--- src/rtl/alu_sequencer.sv ---
// Multi-cycle instruction sequencer: steps one decoded instruction through
// register read, ALU execute and write-back, and maintains the PSR flags.
module alu_sequencer #(
    parameter int DATA_W = 16,
    parameter int RA_W   = 4
) (
    input  logic              clk,
    input  logic              reset,
    input  logic              instr_valid,
    output logic              instr_ready,
    input  logic [4:0]        instr_op,
    input  logic [RA_W-1:0]   instr_rdest,
    input  logic [RA_W-1:0]   instr_rsrc,
    input  logic [7:0]        instr_imm,
    output logic [RA_W-1:0]   rf_raddr_a,
    output logic [RA_W-1:0]   rf_raddr_b,
    input  logic [DATA_W-1:0] rf_rdata_a,
    input  logic [DATA_W-1:0] rf_rdata_b,
    output logic [4:0]        alu_op,
    output logic [DATA_W-1:0] alu_a,
    output logic [DATA_W-1:0] alu_b,
    output logic              alu_cin,
    input  logic [DATA_W-1:0] alu_out,
    input  logic [4:0]        alu_flags,
    output logic              rf_we,
    output logic [RA_W-1:0]   rf_waddr,
    output logic [DATA_W-1:0] rf_wdata,
    output logic [4:0]        psr,
    output logic              done,
    output logic              illegal
);

    localparam logic [4:0] OP_ADDI   = 5'b00001;
    localparam logic [4:0] OP_ADDUI  = 5'b00011;
    localparam logic [4:0] OP_ADDCUI = 5'b00110;
    localparam logic [4:0] OP_ADDCI  = 5'b00111;
    localparam logic [4:0] OP_SUBI   = 5'b01001;
    localparam logic [4:0] OP_CMP    = 5'b01010;
    localparam logic [4:0] OP_CMPI   = 5'b01011;
    localparam logic [4:0] OP_CMPUI  = 5'b01100;
    localparam logic [4:0] OP_LSHI   = 5'b10010;
    localparam logic [4:0] OP_RSHI   = 5'b10100;
    localparam logic [4:0] OP_NOP    = 5'b10111;

    typedef enum logic [1:0] {IDLE, READ, EXEC, WB} state_t;

    state_t            state, state_next;
    logic [4:0]        op_q;
    logic [RA_W-1:0]   rdest_q, rsrc_q;
    logic [7:0]        imm_q;
    logic              is_imm, sign_ext, illegal_op, writes_rf;
    logic [DATA_W-1:0] ext_imm;

    // Operand and write-back qualifiers decoded from the latched opcode.
    always_comb begin
        is_imm    = 1'b0;
        sign_ext  = 1'b0;
        writes_rf = 1'b1;
        case (op_q)
            OP_ADDI, OP_ADDCI, OP_SUBI, OP_CMPI: begin
                is_imm   = 1'b1;
                sign_ext = 1'b1;
            end
            OP_ADDUI, OP_ADDCUI, OP_CMPUI, OP_LSHI, OP_RSHI: is_imm = 1'b1;
            default: ;
        endcase
        if (op_q == OP_CMP || op_q == OP_CMPI || op_q == OP_CMPUI || op_q == OP_NOP)
            writes_rf = 1'b0;
        illegal_op = (op_q[4:3] == 2'b11);
        if (illegal_op)
            writes_rf = 1'b0;
        ext_imm = sign_ext ? {{(DATA_W-8){imm_q[7]}}, imm_q} : {{(DATA_W-8){1'b0}}, imm_q};
    end

    always_comb begin
        state_next  = state;
        instr_ready = 1'b0;
        done        = 1'b0;
        rf_we       = 1'b0;
        illegal     = 1'b0;
        case (state)
            IDLE: begin
                instr_ready = 1'b1;
                if (instr_valid)
                    state_next = READ;
            end
            READ: state_next = EXEC;
            EXEC: state_next = WB;
            WB: begin
                done       = 1'b1;
                illegal    = illegal_op;
                rf_we      = writes_rf;
                state_next = IDLE;
            end
            default: state_next = IDLE;
        endcase
    end

    always_ff @(posedge clk or posedge reset) begin
        if (reset) begin
            state   <= IDLE;
            op_q    <= '0;
            rdest_q <= '0;
            rsrc_q  <= '0;
            imm_q   <= '0;
            alu_op  <= '0;
            alu_a   <= '0;
            alu_b   <= '0;
            psr     <= '0;
        end else begin
            state <= state_next;
            if (state == IDLE && instr_valid) begin
                op_q    <= instr_op;
                rdest_q <= instr_rdest;
                rsrc_q  <= instr_rsrc;
                imm_q   <= instr_imm;
            end
            if (state == EXEC) begin
                alu_a  <= rf_rdata_a;
                alu_b  <= is_imm ? ext_imm : rf_rdata_b;
                alu_op <= illegal_op ? OP_NOP : op_q;
            end
            // Arithmetic ops own C/F/Z, compares own L/Z/N; other bits hold.
            if (state == WB && !illegal_op) begin
                if (op_q <= OP_SUBI) begin
                    psr[4] <= alu_flags[4];
                    psr[2] <= alu_flags[2];
                    psr[1] <= alu_flags[1];
                end else if (op_q >= OP_CMP && op_q <= OP_CMPUI) begin
                    psr[3] <= alu_flags[3];
                    psr[1] <= alu_flags[1];
                    psr[0] <= alu_flags[0];
                end
            end
        end
    end

    assign rf_raddr_a = rdest_q;
    assign rf_raddr_b = rsrc_q;
    assign rf_waddr   = rdest_q;
    assign rf_wdata   = alu_out;
    assign alu_cin    = psr[4];

endmodule

--- config.mk ---
export PLATFORM = sky130hd
export DESIGN_NAME = alu_sequencer
export DESIGN_NICKNAME = d
export VERILOG_FILES = /design/src/rtl/alu_sequencer.sv
export SDC_FILE = /design/constraint.sdc
export NUM_CORES = 1
export LEC_CHECK = 0
export ABC_CLOCK_PERIOD_IN_PS = 1700
export BUFFER_PORTS_ARGS = -buffer_cell sky130_fd_sc_hd__buf_2
export CORE_ASPECT_RATIO = 1.4
export CORE_MARGIN = 2
export CORE_UTILIZATION = 39
export CTS_BUF_LIST = sky130_fd_sc_hd__clkbuf_16
export DETAILED_ROUTE_END_ITERATION = 8
export PLACE_DENSITY_LB_ADDON = 0.05
export RECOVER_POWER = 50
export SETUP_SLACK_MARGIN = 0.15
export SYNTH_ARGS = -nofsm -noshare
export SYNTH_HDL_FRONTEND = slang
export SYNTH_SLANG_ARGS = --single-unit
--- constraint.sdc ---
create_clock -name clk -period 1.7 [get_ports clk]
set_input_delay 0.085 -clock clk [delete_from_list [all_inputs] [get_ports clk]]
set_output_delay 0.085 -clock clk [all_outputs]
set_load 0.03 [all_outputs]
## Word level (Yosys, flattened, before mapping)

Cells that the tools add are included.

| cells by class | value |
|---|---|
| bitwise operators | 1 |
| reduce and logical (&&, ||, !) cells | 14 |
| multiplexer cells | 15 |
| $lt $le $gt $ge | 3 |
| equal/unequal tests | 16 |

Operator list:

| kind | count |
|---|---|
| $mux W16 | 2 |
| $eq A5 B4 Y1 const B | 4 |
| $eq A5 B5 Y1 const B | 3 |
| $eq A5 B3 Y1 const B | 2 |
| $le A5 B4 Y1 const B | 2 |
| $mux W1 | 9 |
| $reduce_or A9 Y1 | 1 |
| $pmux W2 S4 | 1 |
| $eq A2 B2 Y1 const B | 3 |
| $eq A5 B1 Y1 const B | 1 |
| $eq A5 B2 Y1 const B | 1 |
| $ge A5 B4 Y1 const B | 1 |
| $mux W5 | 1 |
| $mux W2 | 2 |
| $reduce_and A2 Y1 | 2 |
| $reduce_or A4 Y1 | 1 |
| $logic_and A1 B1 Y1 | 3 |
| $logic_or A1 B1 Y1 | 3 |
| $reduce_and A3 Y1 | 1 |
| $eq A2 B1 Y1 const B | 1 |
| $logic_not A2 Y1 | 1 |
| $ne A2 B2 Y1 const B | 1 |
| $reduce_bool A2 Y1 | 1 |
| $logic_not A1 Y1 | 1 |
| $not A1 Y1 | 1 |

| word-level totals | value |
|---|---|
| logic and storage cells | 60 |
| input port bits | 77 |
| output and inout bits | 75 |
| flip-flop bits (word level) | 65 |

## Logic depth before layout (Yosys ltp)

Gate-level depths: netlist of the first run.

| depth | value |
|---|---|
| depth after elaboration | 7 |
| depth in mapped cells | 6 |
| depth with buffers taken out | 5 |

## Worst setup path after synthesis of the first run

OpenSTA, ideal clock, no wires.

| path | value |
|---|---|
| path type | flip-flop to flip-flop |
| start point | register state[0] |
| end point | register imm_q[0] |
| data required time | 1.575 ns |
| buffers on the path | 1 |
| setup time | 0.125 ns |
| data arrival time | 1.580 ns |
| clock period less this slack | 1.705 ns |
| path slack | -0.005 ns |
| cell stages (with the launch flop) | 6 |
| path through | dfrtp_1 -> inv_1 -> ha_1 -> nand2_1 -> clkbuf_1 -> mux2_2 |

| between the ends | value |
|---|---|
| cells in the longest elaborated chain, start to end | 2 |

Ends and longest elaborated chain:

| item | RTL line | text |
|---|---|---|
| start, declared | 47 | `state_t state, state_next;` |
| start signal, assigned | 111 | `state <= state_next;` |
| $logic_not A2 Y1 | 112 | `if (state == IDLE && instr_valid) begin` |
| $logic_and A1 B1 Y1 | 112 |  |
| end signal, assigned | 116 | `imm_q <= instr_imm;` |
| end, declared | 50 | `logic [7:0] imm_q;` |

No other way between the ends.
A chain may end at the register's enable or synchronous reset.

## Worst setup path in the final report of the first run

| path | value |
|---|---|
| start point | register op_q[1] |
| end point | register alu_b[2] |

| between the ends | value |
|---|---|
| cells in the longest elaborated chain, start to end | 4 |
| elaborated cells on any way between the ends | 12 |
| classes of those cells | eq/ne (9); mux (2); reduce/logical (1) |

Ends and longest elaborated chain:

| item | RTL line | text |
|---|---|---|
| start, declared | 48 | `logic [4:0] op_q;` |
| start signal, assigned | 113 | `op_q <= instr_op;` |
| $eq A5 B4 Y1 (tied with other cells) | 59 | `case (op_q)` |
| $reduce_or A9 Y1 (no line) * | - |  |
| $mux W1 * | 59 |  |
| $mux W16 * | 120 | `alu_b <= is_imm ? ext_imm : rf_rdata_b;` |
| end signal, assigned | 120 |  |
| end, declared | 21 | `output logic [DATA_W-1:0] alu_b,` |

Every way passes the cells marked *; elsewhere a longest branch is shown, timed or not.

==> results of run 1 <==
-- power by group through the flow --
stage          combinational, mW  sequential [mW]  clock, mW
2_1_floorplan               2.69             3.96          0
3_3_place_gp                5.06             2.80          0
3_5_place_dp                5.12             2.82          0
4_1_cts                     5.58             2.81       1.81
5_1_grt                     6.10             2.91       1.89
6_report                    5.65             2.82       1.77
-- state kept, by name (all words and copies together), names as in the netlist --
name	count
alu_a	16
alu_b	16
alu_op	5
imm_q	8
op_q	5
psr	5
rf_raddr_a	4
rf_raddr_b	4
state	2
-- per-layer routing --
metal,GRT usage,vias up,part of all wire
met5,0,-,0
met4,0.0639,0,0.016
met3,0.0559,8,0.057
met2,0.310,76,0.52
met1,0.203,1161,0.40
li1,-,1142,-
-- cell usage after synthesis --
cell type / count / area, sq um
nand2_1: 3 / 11.3
nor2_1: 4 / 15.0
clkbuf_1: 9 / 33.8
a221oi_1: 1 / 8.76
and3_1: 2 / 12.5
nand2b_4: 1 / 13.8
mux2_2: 44 / 495
dfrtp_1: 65 / 1630
or3b_1: 1 / 8.76
o32ai_2: 1 / 16.3
clkinv_1: 1 / 3.75
inv_1: 5 / 18.8
or2_2: 8 / 50.1
nor2b_1: 1 / 6.26
o31ai_2: 1 / 12.5
a21oi_1: 6 / 30.0
a21oi_4: 1 / 16.3
o21ai_0: 5 / 25.0
ha_1: 3 / 37.5
clkbuf_4: 1 / 7.51
buf_4: 21 / 158
o31ai_1: 1 / 7.51
buf_2: 2 / 10.0
o22a_1: 8 / 70.1
o31a_1: 8 / 70.1
buf_6: 3 / 33.8
a32o_1: 1 / 10.0
nand2b_1: 4 / 25.0
nor3b_1: 16 / 120
xnor2_1: 2 / 17.5
nand3b_1: 1 / 7.51
a31o_2: 1 / 8.76
o21a_1: 8 / 60.1
-- what timing repair did --
action | in CTS | in global routing
endpoints found under the setup margin | 13 | 30
pin swaps | 3 | 7
gates resized for setup | 13 | 7
hold buffers | 38 | 0
hold endpoints to repair | 55 | 0
buffers inserted | 8 | 3
cloned | 1 | 1
-- logic make-up (layout without fill, tap and decap cells) --
| group | after synthesis | count (layout) |
|---|---|---|
| fa+ha+maj | 3 | 3 |
| xor+xnor | 2 | 2 |
| mux | 44 | 44 |
| buf+inv | 42 | 206 |
| compound gates | 42 | 42 |
| simple gates | 41 | 41 |
| flops | 65 | 65 |
-- critical path: cells and delay by family (launching register included) --
| kind | cells | cell delay (ps) |
|---|---|---|
| compound gates | 3 | 570 |
| flops | 1 | 440 |
| buf+inv | 2 | 310 |
| xor+xnor | 1 | 230 |
-- layout make-up --
class	instances	area [sq um]	area share
inverters	6	23.8	0.00519
clock buffers	9	225	0.0492
flip-flops and latches	65	1630	0.356
multi-input cells	132	1240	0.272
well taps	100	125	0.0273
clock inverters	7	61.3	0.0134
repair buffers	184	1270	0.277
-- through the flow --
stage                     setup TNS [ps]  cells
after global placement                 0    436
after detailed placement               0    436
after CTS                              0    499
after floorplan                        0    239
after global routing               -97.0    503
final                                  0    503
-- final timing paths --
kind,startpoint,end,slack (ps),cells after the start
setup / recovery,op_q[1],alu_b[2],40,6
hold / removal,alu_flags[2],psr[2],7,2
setup reg to reg,op_q[1],alu_b[2],40,6
hold reg to reg,rf_raddr_b[0],rf_raddr_b[0],500,1
max in group asynchronous,reset,alu_b[14],430,4
min in group asynchronous,reset,alu_a[3],460,3
==> run_results.csv, run 1 <==
group,metric,value,unit
sta,holdWs,6.82,ps
clock_network,cts_tree,"done",
power_and_ir_drop,p_leak,2.08,nW
clock_network,clock-sinks,65,
power_and_ir_drop,switching_power,4.26,mW
cells_and_area,nets,478,
floorplanning,die_h,109,microns
logic_synthesis,synth_xor_area_frac,0.00575,
logic_synthesis,synth_top_family_by_area,"multiplexers",
outcome,status,"finished clean",
logic_synthesis,ys_seq_elements,65,
clock_network,cts.htree.levels,3,
power_and_ir_drop,p_comb_frac,0.552,
clock_network,clockRootBuffer,"clkbuf_16",
grt,antenna_found_initial,0,
logic_synthesis,yosysSeqAreaShare,0.534,
cells_and_area,synthToLayoutAreaGrowth,50.2,%
power_and_ir_drop,power,10.2,mW
logic_synthesis,postSynthAreaPerCell,12.8,sq um
cells_and_area,drive_above_1_share,0.526,
setup_path,end_kind,"flop",
routing,vias,2387,
grt,first_global_vias,2486,
logic_synthesis,synth_compound_area_frac,0.110,
placed_design,dp_hpwl,4690,microns
sta,slew_headroom,0.369,
power_and_ir_drop,swShare,0.417,
cells_and_area,final_cell_mix,"101 x buf_2, 62 x dfrtp_1, 42 x mux2_2",
sta,tightest_slew,941,ps
sta,clock.fmax,601,MHz
logic_synthesis,synthAdderAreaFrac,0.0123,
setup_path,critPathMaxFanout,6,
logic_synthesis,ys_warn_count,0,
cells_and_area,n_fill_cell,674,
logic_synthesis,yosysUniqueCellTypes,33,
cells_and_area,final_util,0.598,
cells_and_area,design_area,4580,sq um
logic_synthesis,synthSimpleGateAreaFrac,0.0887,
logic_synthesis,synthCells,239,
routing,route.detailed.drc,0,
cells_and_area,antenna_cells,0,
clock_network,clk_pin_slew,50,ps
grt,globalRouteTotalUtil,0.177,
sta,worst_slack,37.2,ps
min_path,min_path_type,"in -> reg",
floorplanning,die_area,8550,sq um
sta,skew,3.82,ps
sta,fin_crit,1660,ps
cells_and_area,final_common_cell,"buf_2",
grt,grt_pass1_wl,11700,microns
setup_path,criticalPathCategory,"reg -> reg",
sta,setup_viol,0,
power_and_ir_drop,power_density,2230,nW/um^2
routing,drtIter0Drc,72,
placed_design,place_area,3720,sq um
clock_network,clock_latency,320,ps
placed_design,portBuffers,119,
setup_path,path_cells,"xnor2_2 -> o32ai_4 -> buf_6 -> clkbuf_16 -> o21a_1 -> o31a_1",
placed_design,place.gp.congestion,0.686,
setup_path,required,1910,ps
sta,slew_violations,0,
sta,rsz0062_at_grt,"true",
setup_path,arrival,1870,ps
logic_synthesis,syn_nets,319,
power_and_ir_drop,power.share.clock,0.173,
routing,wl,7330,microns
routing,wl_per_cell,14.6,microns
floorplanning,initial_core_util,0.398,
floorplanning,io-pin-count,152,
floorplanning,fp.dieW,78.7,microns
setup_path,cpMaxStageDelayCell,"dfrtp_2",
logic_synthesis,muxShareOfSynthArea,0.163,
sta,min_period_over_period,0.978,
flow_run,drv_cap,0,
clock_network,cts_inserted_buffers,9,
logic_synthesis,synth_area,3050,sq um
routing,vias_per_cell,4.75,
clock_network,clock_path_buffers,2,
routing,dr.pass1.iters,4,
grt,grt_start_max_net_pins,26,
power_and_ir_drop,vdd_drop_max,1030,uV
sta,hold_viol_final,0,
floorplanning,num_rows,38,
placed_design,place_ws,35.5,ps
routing,antenna_left,0,
floorplanning,core_area,7650,sq um
power_and_ir_drop,power_frac_seq,0.276,
setup_path,crit_path_start_kind,"flop",
power_and_ir_drop,intPower,5.97,mW
setup_path,cp_slowest_stage_delay,440,ps
grt,grt_overflow,0,
No activity file was read; power rests on OpenSTA's default activity.
==> run 2, diff against run 1 <==
--- a/config.mk
+++ b/config.mk
@@ -6,12 +6,12 @@
 export NUM_CORES = 1
 export LEC_CHECK = 0
 export ABC_CLOCK_PERIOD_IN_PS = 1700
-export BUFFER_PORTS_ARGS = -buffer_cell sky130_fd_sc_hd__buf_2
-export CORE_ASPECT_RATIO = 1.4
+export CORE_ASPECT_RATIO = 1.25
 export CORE_MARGIN = 2
 export CORE_UTILIZATION = 39
 export CTS_BUF_LIST = sky130_fd_sc_hd__clkbuf_16
 export DETAILED_ROUTE_END_ITERATION = 8
+export DONT_BUFFER_PORTS = 1
 export PLACE_DENSITY_LB_ADDON = 0.05
 export RECOVER_POWER = 50
 export SETUP_SLACK_MARGIN = 0.15
==> run 2 against run 1 <==
Compared with the run above:
- register-to-register slack about the same
- core utilization down 8.5 points
- flip-flop and latch count unchanged
- total power down 8.7%
- highest routed layer unchanged
==> run_results.csv, run 2 (synthesis gave the netlist of run 1 again) <==
group,metric,value,unit
grt,grt_overflow,0,
sta,setup_viol,0,
grt,grt_pass1_wl,10500,microns
sta,fin_crit,1660,ps
sta,tightest_slew,725,ps
sta,fin_setup_tns,0,ps
cells_and_area,antenna_cells,0,
cells_and_area,final_common_cell,"dfrtp_1",
cells_and_area,final_cell_mix,"63 x dfrtp_1, 44 x mux2_2, 44 x dlygate4sd3_1",
placed_design,dp.cells,320,
grt,grtUsageMet2,0.275,
grt,globalRouteTotalUtil,0.159,
sta,min_period_over_period,0.978,
cells_and_area,synthToLayoutAreaGrowth,29.7,%
power_and_ir_drop,power,9.34,mW
setup_path,criticalPathCategory,"reg -> reg",
grt,grt_use_met1,0.168,
clock_network,clock_path_buffers,2,
setup_path,end_kind,"flop",
setup_path,required,1900,ps
routing,wl_per_cell,16.9,microns
cells_and_area,top_regs,"alu_a x16, alu_b x16, imm_q x8",
floorplanning,core_area,7700,sq um
clock_network,cts_tree,"done",
cells_and_area,drive_above_1_share,0.358,
floorplanning,die_area,8540,sq um
cells_and_area,nets,364,
setup_path,r2r_start,"op_q[2]",
routing,dr.pass1.iters,4,
grt,gr-max-usage-layer,"met2",
sta,clock.fmax,601,MHz
routing,antenna_left,0,
grt,grt_start_max_net_pins,37,
setup_path,arrival,1860,ps
floorplanning,die_h,103,microns
power_and_ir_drop,p_leak,1.64,nW
placed_design,portBuffers,0,
routing,vias,2006,
routing,wl,6470,microns
floorplanning,num_rows,36,
power_and_ir_drop,vdd_drop_max,1070,uV
sta,hold_viol_final,0,
clock_network,clock_latency,330,ps
floorplanning,io-pin-count,152,
setup_path,crit_start,"op_q[2]",
min_path,min_path_type,"in -> reg",
sta,slew_headroom,0.518,
grt,met3_usage,0.0641,
placed_design,place_area,3170,sq um
clock_network,clk_pin_slew,50,ps
power_and_ir_drop,power_density,2360,nW/um^2
setup_path,critPathMaxFanout,24,
cells_and_area,design_area,3950,sq um
clock_network,cts_inserted_buffers,9,
routing,vias_per_cell,5.24,
clock_network,clockRootBuffer,"clkbuf_16",
placed_design,place.gp.congestion,0.674,
clock_network,cts.htree.levels,3,
placed_design,dp_hpwl,4450,microns
min_path,holdCritStartpoint,"rf_rdata_b[9]",
cells_and_area,final_util,0.513,
floorplanning,initial_core_util,0.396,
grt,antenna_found_initial,0,
sta,skew,5.38,ps
routing,route.detailed.drc,0,
setup_path,crit_path_start_kind,"flop",
cells_and_area,instances_no_fill,383,
floorplanning,fp.dieW,83.1,microns
outcome,status,"finished clean",
sta,slew_violations,0,
clock_network,clock-sinks,65,
flow_run,drv_cap,0,
grt,first_global_vias,2144,
sta,rsz0062_at_grt,"true",
routing,drtIter0Drc,45,
==> run 2: final cells by class <==
cell class / instances / area (sq um)
sequential: 65 / 1630
fill: 683 / 3750
timing repair buffer: 70 / 683
clock buffer: 9 / 225
clock inverter: 6 / 52.6
multi-input combinational: 132 / 1220
inverter: 6 / 26.3
tap: 95 / 119
==> run 2: repair_timing <==
item	CTS	global route
pin swaps	1	1
gates resized for setup	9	1
endpoints found under the setup margin	21	20
hold buffers	44	0
hold endpoints to repair	73	0
setup buffers	4	0
==> run 2: power by group <==
part           leakage, nW  switching, mW  internal, mW
Sequential           0.755           1.63          2.35
Combinational        0.742           1.78          1.87
Clock                0.147          0.609          1.10
==> run 2: worst paths after layout <==
kind	endpoint	slack, ps	cells past startpoint
max	alu_b[7]	40	6
min	alu_b[9]	60	2
max reg2reg	alu_b[7]	40	6
min reg2reg	psr[4]	500	1
max in group asynchronous	alu_b[6]	790	3
min in group asynchronous	op_q[3]	330	2
==> run 2: worst max-delay path: stages, from the launching register on <==
cell and delay (ps):
dfrtp_2 470, buf_12 160, xnor2_4 160, o32ai_4 120, buf_12 170, o21a_1 180, o31a_1 280
==> run 2: layer usage <==
| metal | share of wire | routed length [microns] |
|---|---|---|
| met4 | 0.021 | 138 |
| met1 | 0.38 | 2450 |
| met3 | 0.079 | 513 |
| met2 | 0.52 | 3370 |
| met5 | 0 | 0 |
==> run 2: per-stage QoR <==
stage                     worst slack [ps]  hold slack (ps)
final                                 37.4             59.8
after global routing                 -17.8             55.2
after detailed placement              15.7             88.8
after global placement                97.2             74.4
after CTS                             35.3             50.4
after floorplan                       80.0              171
==> run 3, diff against run 2 <==
--- a/config.mk
+++ b/config.mk
@@ -5,14 +5,14 @@
 export SDC_FILE = /design/constraint.sdc
 export NUM_CORES = 1
 export LEC_CHECK = 0
-export ABC_CLOCK_PERIOD_IN_PS = 1700
+export ABC_CLOCK_PERIOD_IN_PS = 1580
 export CORE_ASPECT_RATIO = 1.25
 export CORE_MARGIN = 2
 export CORE_UTILIZATION = 39
 export CTS_BUF_LIST = sky130_fd_sc_hd__clkbuf_16
 export DETAILED_ROUTE_END_ITERATION = 8
 export DONT_BUFFER_PORTS = 1
-export PLACE_DENSITY_LB_ADDON = 0.05
+export PLACE_DENSITY = 0.5
 export RECOVER_POWER = 50
 export SETUP_SLACK_MARGIN = 0.15
 export SYNTH_ARGS = -nofsm -noshare
==> constraint.sdc (replaced) <==
create_clock -name clk -period 1.58 [get_ports clk]
set_input_delay 0.079 -clock clk [delete_from_list [all_inputs] [get_ports clk]]
set_output_delay 0.079 -clock clk [all_outputs]
set_load 0.03 [all_outputs]
==> run 3 against run 2 <==
Compared with the run above:
- the run now ends with setup timing left
- clock-buffer cell count unchanged
- total power up 25%
- final cell count up 7.8%
- wire length up 18%
- critical path depth unchanged
- register-to-register slack worse by 140 ps
- sequential share of layout area down 5.5 points
- die area unchanged
- cell area up 16%
- combinational power up 55%
- largest power group is now combinational cells
- highest routed layer unchanged
==> run_results.csv, run 3 (synthesis gave the netlist of run 1 again) <==
group,metric,value,unit
setup_path,cpMaxStageDelayCell,"dfrtp_2",
setup_path,r2r_cells,6,
setup_path,crit_path_start_kind,"flop",
clock_network,clock_path_buffers,2,
cells_and_area,top_regs,"alu_a x16, alu_b x16, imm_q x8",
setup_path,path_cells,"buf_4 -> xnor2_4 -> o32ai_4 -> buf_12 -> o21a_1 -> o31a_1",
setup_path,cp_slowest_stage_delay,450,ps
routing,route.detailed.drc,0,
sta,worst_slack,-100,ps
clock_network,clock_latency,320,ps
sta,tightest_slew,735,ps
cells_and_area,antenna_cells,0,
floorplanning,core_area,7700,sq um
floorplanning,die_area,8540,sq um
setup_path,end_kind,"flop",
setup_path,criticalPathCategory,"reg -> reg",
sta,skew,5.76,ps
cells_and_area,nets,393,
setup_path,critPathMaxFanout,24,
sta,rsz0062_at_grt,"true",
flow_run,drv_cap,0,
grt,first_global_vias,2341,
placed_design,portBuffers,0,
placed_design,place.gp.congestion,0.878,
routing,wl,7660,microns
outcome,status,"complete, but fails checks",
cells_and_area,drive_above_1_share,0.491,
floorplanning,num_rows,36,
cells_and_area,synthToLayoutAreaGrowth,49.9,%
sta,min_period_over_period,1.06,
routing,vias,2153,
sta,clock.fmax,595,MHz
sta,slew_headroom,0.510,
routing,drtIter0Drc,56,
setup_path,crit_cells,6,
placed_design,dp_hpwl,4730,microns
sta,fin_crit,1680,ps
cells_and_area,final_cell_mix,"61 x dfrtp_1, 44 x dlygate4sd3_1, 40 x mux2_4",
grt,grt_pass1_wl,11800,microns
cells_and_area,final_common_cell,"dfrtp_1",
setup_path,arrival,1870,ps
clock_network,clockRootBuffer,"clkbuf_16",
floorplanning,die_h,103,microns
clock_network,cts_tree,"done",
floorplanning,initial_core_util,0.396,
clock_network,clk_pin_slew,50,ps
routing,dr.pass1.iters,4,
floorplanning,fp.dieW,83.1,microns
min_path,min_path_type,"in -> reg",
power_and_ir_drop,vdd_drop_max,1340,uV
sta,fin_setup_tns,-796,ps
outcome,violations,"setup timing",
clock_network,clock-sinks,65,
sta,hold_viol_final,0,
routing,wl_per_cell,18.6,microns
grt,grt_overflow,0,
clock_network,cts_inserted_buffers,9,
sta,setup_viol,13,
grt,grt_start_max_net_pins,31,
setup_path,cpLargestDelayFamily,"compound AO/OA/AOI/OAI gates",
grt,globalRouteTotalUtil,0.174,
setup_path,required,1770,ps
floorplanning,io-pin-count,152,
sta,holdWs,46.5,ps
clock_network,cts.htree.levels,3,
routing,vias_per_cell,5.21,
min_path,hold_depth,2,
routing,antenna_left,0,
sta,slew_violations,0,
power_and_ir_drop,p_leak,2.06,nW
setup_path,path_buf_inv,2,
power_and_ir_drop,power_density,2560,nW/um^2
grt,antenna_found_initial,0,
run 3: cell types whose count changed in the layout (fill, tap and decap cells not counted), moves of 5 or more:
| cell | before | now |
|---|---|---|
| buf_6 | 1 | 13 |
| mux2_4 | 0 | 40 |
| nor3b_2 | 0 | 13 |
| clkbuf_1 | 5 | 0 |
| mux2_2 | 44 | 4 |
| buf_4 | 15 | 30 |
| nor3b_1 | 16 | 3 |
run 3: power breakdown:
group	total [mW]	internal, mW	switching [mW]	leakage (nW)
sequential	4.32	2.53	1.79	0.753
combinational	5.67	3.29	2.38	1.17
clock	1.71	1.03	0.682	0.136
run 3: per-stage QoR:
stage	power, mW	std cells	setup slack [ps]	util	area (sq um)
after global routing	12.4	413	-170	0.593	4570
after floorplan	7.37	239	-25.5	-	3180
after detailed placement	8.40	330	-69.6	0.432	3330
after global placement	8.16	330	8.80	0.432	3330
final	11.7	413	-100	0.593	4570
after CTS	11.3	402	-108	0.568	4380
run 3: layout make-up:
class | instances | area (sq um)
flip-flops and latches | 65 | 1630
well taps | 95 | 119
repair buffers | 99 | 1030
clock buffers | 9 | 225
fillers | 601 | 3130
multi-input cells | 132 | 1500
clock inverters | 7 | 30.0
inverters | 6 | 26.3
run 3: metal layers:
layer  track usage  up-vias  wire [microns]
met2         0.300       89            3980
met5             0        -               0
met4        0.0580        0              91
li1              -      971               -
met3        0.0713        8             522
met1         0.199     1085            3070
run 3: final timing paths:
kind / end / slack (ps) / from
setup / recovery: alu_b[7] / -100 / op_q[2]
hold / removal: alu_b[11] / 50 / rf_rdata_b[11]
setup reg to reg: alu_b[7] / -100 / op_q[2]
hold reg to reg: rf_raddr_a[0] / 520 / rf_raddr_a[0]
max in group asynchronous: state[1] / 240 / reset
min in group asynchronous: rf_raddr_b[0] / 240 / reset
run 3: timing repair:
item / 4_1_cts / 5_1_grt
setup endpoints to repair: 39 / 62
resized for setup: 65 / 15
cloned: 1 / 4
hold buffers: 44 / 0
hold endpoints to repair: 109 / 0
pin swaps: 7 / 3
setup buffers: 11 / 7
